$ cat config.mk
export PLATFORM = sky130hd
export DESIGN_NAME = ysyx_22050243_lsu
export DESIGN_NICKNAME = d
export VERILOG_FILES = /design/src/rtl/ysyx_22050243_lsu.sv
export SDC_FILE = /design/constraint.sdc
export NUM_CORES = 1
export LEC_CHECK = 0
export ABC_AREA = 1
export BUFFER_PORTS_ARGS = -buffer_cell sky130_fd_sc_hd__buf_2
export CAP_MARGIN = 20
export CORE_MARGIN = 2
export CORE_UTILIZATION = 35
export DETAILED_ROUTE_END_ITERATION = 6
export SLEW_MARGIN = 30
export SYNTH_ARGS = -nofsm -noshare
export SYNTH_HDL_FRONTEND = slang
export SYNTH_SLANG_ARGS = --single-unit
$ cat constraint.sdc
create_clock -name clk -period 2 [get_ports clk]
set_input_delay 0.1 -clock clk [delete_from_list [all_inputs] [get_ports clk]]
set_output_delay 0.1 -clock clk [all_outputs]
set_load 0.005 [all_outputs]
$ cat src/rtl/ysyx_22050243_lsu.sv
// ysyx_22050243_lsu -- load/store unit.
//
// Takes one decoded memory access from EX and runs it as a single transaction
// on a 64-bit bus with 8 byte lanes. The pipeline stalls while the access is
// in flight. Load data comes back shifted to bit 0 and sign- or zero-extended
// for RV64I.
//
// Ports:
//   clk, rst_n          core clock (rising edge), async active-low reset
//   req_valid           EX presents a memory instruction, held until done
//   mem_r, mem_w        load / store select from the decoder
//   funct3              access size and signedness (INST[14:12])
//   addr, wdata         effective byte address, store data (LSB aligned)
//   busy                combinational stall request to the pipeline
//   done                one-cycle completion pulse
//   rdata_out           extended load result, valid while done=1
//   misalign            misaligned-access flag, valid while done=1
//   bus_valid/ready     request handshake
//   bus_we, bus_addr    write flag, 8-byte aligned address
//   bus_wdata/wmask     lane-shifted store data and byte enables
//   bus_rsp_valid/rdata response or write acknowledge, full 8-byte read data
//
// Build option:
//   YSYX_22050243_LSU_MISALIGN_CHK_EN  when defined, a misaligned access skips
//   the bus and completes at once with misalign=1. When undefined, the low
//   offset bits are forced to natural alignment and the access proceeds.
module ysyx_22050243_lsu #(
   parameter int ADDR_W = 64,
   parameter int BUS_DW = 64
) (
   input  logic              clk,
   input  logic              rst_n,
   input  logic              req_valid,
   input  logic              mem_r,
   input  logic              mem_w,
   input  logic [2:0]        funct3,
   input  logic [ADDR_W-1:0] addr,
   input  logic [BUS_DW-1:0] wdata,
   output logic              busy,
   output logic              done,
   output logic [BUS_DW-1:0] rdata_out,
   output logic              misalign,
   output logic              bus_valid,
   input  logic              bus_ready,
   output logic              bus_we,
   output logic [ADDR_W-1:0] bus_addr,
   output logic [BUS_DW-1:0] bus_wdata,
   output logic [7:0]        bus_wmask,
   input  logic              bus_rsp_valid,
   input  logic [BUS_DW-1:0] bus_rdata
);

   typedef enum logic [1:0] {IDLE, REQ, WAIT, DONE} state_t;

   state_t            state_q, state_d;
   logic [2:0]        off_q;
   logic [2:0]        funct3_q;

   logic              req_legal;
   logic              mis_hit;
   logic [2:0]        off_aligned;
   logic [7:0]        mask_base;
   logic [7:0]        lane_mask;
   logic [BUS_DW-1:0] lane_wdata;
   logic [BUS_DW-1:0] rd_shifted;
   logic [BUS_DW-1:0] load_ext;

   // Decode the incoming request: legality, misalignment, and the byte-lane
   // placement. funct3[1:0] is the access size for both loads and stores.
   always_comb begin
      req_legal   = 1'b0;
      mis_hit     = 1'b0;
      off_aligned = 3'b000;
      mask_base   = 8'h00;
      if (mem_r && !mem_w) begin
         req_legal = (funct3 != 3'b111);
      end else if (mem_w && !mem_r) begin
         req_legal = !funct3[2];
      end
      case (funct3[1:0])
         2'b00: begin
            off_aligned = addr[2:0];
            mask_base   = 8'h01;
         end
         2'b01: begin
            off_aligned = {addr[2:1], 1'b0};
            mask_base   = 8'h03;
`ifdef YSYX_22050243_LSU_MISALIGN_CHK_EN
            mis_hit     = addr[0];
`endif
         end
         2'b10: begin
            off_aligned = {addr[2], 2'b00};
            mask_base   = 8'h0F;
`ifdef YSYX_22050243_LSU_MISALIGN_CHK_EN
            mis_hit     = |addr[1:0];
`endif
         end
         default: begin
            off_aligned = 3'b000;
            mask_base   = 8'hFF;
`ifdef YSYX_22050243_LSU_MISALIGN_CHK_EN
            mis_hit     = |addr[2:0];
`endif
         end
      endcase
      lane_mask  = mask_base << off_aligned;
      lane_wdata = wdata << {off_aligned, 3'b000};
   end

   // Bring the addressed bytes of the returned word down to bit 0 and extend
   // them according to the captured funct3.
   always_comb begin
      rd_shifted = bus_rdata >> {off_q, 3'b000};
      case (funct3_q)
         3'b000:  load_ext = {{56{rd_shifted[7]}},  rd_shifted[7:0]};
         3'b001:  load_ext = {{48{rd_shifted[15]}}, rd_shifted[15:0]};
         3'b010:  load_ext = {{32{rd_shifted[31]}}, rd_shifted[31:0]};
         3'b011:  load_ext = rd_shifted;
         3'b100:  load_ext = {56'd0, rd_shifted[7:0]};
         3'b101:  load_ext = {48'd0, rd_shifted[15:0]};
         3'b110:  load_ext = {32'd0, rd_shifted[31:0]};
         default: load_ext = '0;
      endcase
   end

   // State register. Reset drops straight back to IDLE even mid-transaction.
   always_ff @(posedge clk or negedge rst_n) begin
      if (!rst_n) begin
         state_q <= IDLE;
      end else begin
         state_q <= state_d;
      end
   end

   // Next-state logic. Requests are only sampled in IDLE; illegal or (when
   // checking is enabled) misaligned requests bypass the bus entirely. A
   // response is only looked at in WAIT, so one that coincides with the
   // accepting bus_ready is ignored.
   always_comb begin
      state_d = state_q;
      case (state_q)
         IDLE: begin
            if (req_valid) begin
               state_d = (req_legal && !mis_hit) ? REQ : DONE;
            end
         end
         REQ: begin
            if (bus_ready) begin
               state_d = WAIT;
            end
         end
         WAIT: begin
            if (bus_rsp_valid) begin
               state_d = DONE;
            end
         end
         default: state_d = IDLE;
      endcase
   end

   // Registered outputs. bus_valid and done follow the state being entered so
   // they line up with REQ and DONE. Bus fields are captured once in IDLE and
   // then held untouched while the slave stalls.
   always_ff @(posedge clk or negedge rst_n) begin
      if (!rst_n) begin
         bus_valid <= 1'b0;
         bus_we    <= 1'b0;
         bus_addr  <= '0;
         bus_wdata <= '0;
         bus_wmask <= 8'h00;
         done      <= 1'b0;
         rdata_out <= '0;
         misalign  <= 1'b0;
         off_q     <= 3'b000;
         funct3_q  <= 3'b000;
      end else begin
         bus_valid <= (state_d == REQ);
         done      <= (state_d == DONE);
         if (state_q == IDLE && req_valid) begin
            if (req_legal && !mis_hit) begin
               bus_we    <= mem_w;
               bus_addr  <= {addr[ADDR_W-1:3], 3'b000};
               bus_wdata <= lane_wdata;
               bus_wmask <= lane_mask;
               off_q     <= off_aligned;
               funct3_q  <= funct3;
            end else begin
               rdata_out <= '0;
               misalign  <= req_legal & mis_hit;
            end
         end
         if (state_q == WAIT && bus_rsp_valid) begin
            rdata_out <= bus_we ? '0 : load_ext;
            misalign  <= 1'b0;
         end
      end
   end

   assign busy = ((state_q == IDLE) && req_valid) || (state_q == REQ) || (state_q == WAIT);

endmodule
After elaboration in Yosys (flattened, before gate mapping)
Cells that the tools add are included.

storage, ports and cells
  register bits = 209
  input bits = 202
  logic and storage cells = 60

operators by class
  eq/ne operators = 14
  shift operators = 3
  mux-type cells = 17
  reductions and logical operators = 15

operators with widths
  kind                                                                     count
  64-bit one-hot mux with 7 select lines                                   1
  64-bit 2-to-1 mux                                                        4
  64-bit by 6-bit left shift with 64-bit output                            1
  64-bit by 6-bit right shift with 64-bit output                           1
  8-bit one-hot mux with 3 select lines                                    1
  3-bit == test, second input constant                                     3
  3-bit one-hot mux with 3 select lines                                    1
  2-bit 2-to-1 mux                                                         4
  8-bit by 3-bit left shift with 8-bit output                              1
  2-bit by 1-bit == test with 1-bit output, second input constant          3
  2-bit == test, second input constant                                     3
  3-bit by 2-bit == test with 1-bit output, second input constant          2
  2-bit one-hot mux with 3 select lines                                    1
  1-bit 2-to-1 mux                                                         5
  1-bit logical AND                                                        4
  2-bit zero test                                                          2
  2-bit AND reduction                                                      2
  3-bit by 1-bit == test with 1-bit output, second input constant          1
  1-bit zero test                                                          3
  3-bit zero test                                                          1
  3-bit inequality test, second input constant                             1
  1-bit logical OR                                                         2
  2-bit by 1-bit inequality test with 1-bit output, second input constant  1
  2-bit nonzero test                                                       1

Logic depth before layout (Yosys ltp)
  depth after elaboration = 8
  depth in mapped cells = 13
  depth with buffers taken out = 11

Least setup slack after synthesis
Ideal clock, no wire load.

  path kind = register to register
  start point = reg off_q[0]
  end point = reg rdata_out[8]
  library setup time = 117 ps
  data arrival time = 1360 ps
  setup slack = 524 ps
  cell stages (with the launch flop) = 11
  buffers on the path = 3
  path through = dfrtp_1 -> buf_6 -> buf_6 -> buf_6 -> or2_2 -> o211ai_1 -> nand3_1 -> nand3_1 -> nand2_1 -> nand2_1 -> nand2_1

on the way
  cells in the longest elaborated chain, start to end = 4

ends and longest elaborated chain
  what                                            line  source
  start, declared                                 56    logic [2:0] off_q;
  start signal, assigned                          186   off_q <= off_aligned;
  64-bit by 6-bit right shift with 64-bit output  114   rd_shifted = bus_rdata >> {off_q, 3'b000};
  64-bit one-hot mux with 7 select lines          115   case (funct3_q)
  64-bit 2-to-1 mux                               194   rdata_out <= bus_we ? '0 : load_ext;
  64-bit 2-to-1 mux                               193   if (state_q == WAIT && bus_rsp_valid) begin
  end signal, assigned                            194
  end, declared                                   41    output logic [BUS_DW-1:0] rdata_out,

No other way between the ends.
A chain may end at the register's enable or synchronous reset.

Final worst setup path
  start point = reg off_q[0]
  end point = reg rdata_out[3]

Same word-level chain as after synthesis.

==> flow_summary.yaml <==
layout:
  num-nets-final: 2318
  final_common_cell: "nand2_1"
  area_growth_pct: 38.66
  design_area_um2: 16260
  final_cell_mix: "744 x nand2_1, 401 x buf_2, 207 x dfrtp_1"
  layout-drive-gt1-share_pct: 25.00
  layoutNonFillerInstCount: 2586
sta:
  finalSetupViolations: 0
  hold_viol: 0
  relSlewSlack_pct: 56.11
  setup_tns_ns: 0
  fin_hold_ws_ns: 0.02426
  tightest_slew_ns: 0.6583
  fmax_mhz: 519.4
  fin_crit_sh_pct: 96.26
  finClkSkew_ns: 0.007422
  drv_slew: 0
  rsz0062_at_grt: "false"
  fin_crit_ns: 1.925
global_route:
  grt_pass1_wl_mm: 71.29
  grt_max_degree: 144
  grt_usage_pct: 25.50
  grt_pass1_vias: 12760
  antenna_found_initial: 6
  grt-ovfl-total: 0
logic_synthesis:
  muxShareOfSynthArea_pct: 0.5973
  synth_top_family_by_area: "simple AND/OR/NAND/NOR gates"
  ys_seq_elements: 208
  netlist_instances: 1646
  synth-main-ff-cell: "dfrtp_1"
  synthXorXnorAreaFrac_pct: 0
  yosysSeqAreaShare_pct: 44.37
  syn_avg_cell_area_um2: 7.126
  synth_compound_area_share_pct: 12.98
  synth-edff-count: 0
  synthArstFlopShare_pct: 100.0
  yosys_warnings: 0
  synth_cell_types: 36
  synthAdderAreaFrac_pct: 0
  yosys.area_share.simple_pct: 33.03
  synthesis.area_um2: 11730
worst_hold_path:
  hold_path.class: "primary input to flop"
  holdPathStages: 5
  min_to: "bus_wdata[62]"
  min_from: "wdata[46]"
floorplanning:
  die_y_um: 187.1
  die_area_um2: 35000
  fp.dieW_um: 187.1
  rows: 67
  start_util_pct: 35.25
  ios: 407
  coreArea_um2: 33280
critical_path:
  reg2reg_from: "off_q[0]"
  cp.arrival_ns: 2.40
  worstPathMaxFanout: 29
  end_kind: "flop"
  crit_required_ns: 2.48
  rr_endpoint: "rdata_out[3]"
  worstSetupPathType: "flop to flop"
  startpoint: "off_q[0]"
  timing.reg2reg.setup_slack_ns: 0.07
  r2r_cells: 7
  critPathLaunchType: "flop"
clock_network:
  cts-root-buf: "clkbuf_16"
  cts_tree: "built"
  numCtsBuffers: 26
  clkTransAtPathRegs_ns: 0.06
  clock_latency_ns: 0.53
  cts_num_sinks: 208
  h-tree-depth: 1
  clock_path_buffers: 3
placed_design:
  hpwlAfterDp_mm: 32.48
  postPlaceCellArea_um2: 14230
  gp_congestion: 0.9372
  dpl.cell_count: 2432
  io_buffers: 402
pwr:
  powerDensity_nw_per_um2: 1404
  leakagePower_nw: 9.013
  peakVddDrop_mv: 0.7661
  total_power_w: 0.02284
run_status:
  outcome: "completed"
drt:
  ant_nets: 0
  vias: 13070
  drt_iter0_drc: 974
  wirelength_mm: 45.77
  via_per_inst: 5.052
  drc: 0
  firstDrtPassIters: 5
  routedWlPerCell_um: 17.70
job:
  drv_cap: 0
==> cell families after synthesis <==
| group | Yosys count |
|---|---|
| other | 1 |
| multiplexers | 7 |
| buffers and inverters | 211 |
| AO/OA/AOI/OAI | 267 |
| flip-flops | 208 |
| AND/OR/NAND/NOR | 952 |
==> layer usage <==
layer,vias to the layer above,routed length [µm],part of all wire [%],global-route usage (%)
met5,-,44,0.096,0
met4,6,1700,3.7,9.554
met3,109,3826,8.4,6.098
met2,592,22510,49,44.77
met1,6108,17690,39,30.22
li1,6250,-,-,-
==> worst max path at each step <==
stage,to,slack (ns),cells past startpoint
finish,rdata_out[3],0.07,7
global route,rdata_out[58],0.0004,9
CTS,bus_wdata[60],0.03,11
detailed placement,rdata_out[29],0.10,9
global placement,rdata_out[29],0.08,9
floorplan,rdata_out[8],0.52,10
==> worst max-delay path: stages (launching register included) <==
cell and delay, ns:
dfrtp_2 0.49, buf_12 0.19, o21ai_0 0.28, a21oi_1 0.11, o31ai_1 0.08, dlygate4sd3_1 0.59, nand2_1 0.06, nand2_1 0.05
==> state kept, by name, summed over array words and instances, names as in the netlist, 2 cells and up <==
register	count
off_q	3
bus_wdata	64
rdata_out	64
state_q	2
bus_addr	61
funct3_q	3
bus_wmask	8
==> where the power goes <==
part	total (W)	internal, W	switching (W)	leakage, nW
Clock	0.00520	0.00325	0.00195	0.468
Sequential	0.00734	0.00613	0.00121	2.68
Combinational	0.0103	0.00419	0.00610	5.86
Total	0.0228	0.0136	0.00927	9.01
==> timing repair <==
action                                  CTS  global route
hold buffers                             99             0
endpoints found under the hold margin   257             0
resized for setup                         0             6
endpoints found under the setup margin    0            10
setup buffers                             0             3
==> area by class of cell <==
| class | instances | area (µm²) |
|---|---|---|
| Tap cell | 448 | 560.5 |
| Antenna cell | 2 | 5.005 |
| Timing Repair Buffer | 558 | 3684 |
| Fill cell | 3352 | 17020 |
| Sequential cell | 208 | 5206 |
| Clock inverter | 13 | 203.9 |
| Multi-Input combinational cell | 1230 | 5505 |
| Inverter | 92 | 355.3 |
| Clock buffer | 35 | 744.5 |
==> synth_stat cells, types with 26 or more instances <==
cell type  number  area share (%)
nand2_1       745              24
inv_1          83             2.7
dfrtp_1       208              44
nand4_1        39             2.1
clkbuf_1       26            0.83
nor2_1         70             2.2
o211ai_1       42             2.7
buf_4          29             1.9
buf_2          47             2.0
o21ai_0       146             6.2
a21oi_1        37             1.6
nand3_1        80             3.4
==> metrics by stage <==
stage | utilization, % | setup slack [ns]
floorplan | - | 0.5239
global placement | 42.76 | 0.08159
detailed placement | 42.76 | 0.1022
CTS | 48.59 | 0.03377
global route | 48.87 | 0.0003553
finish | 48.87 | 0.07471
(Power assumes the default switching activity.)
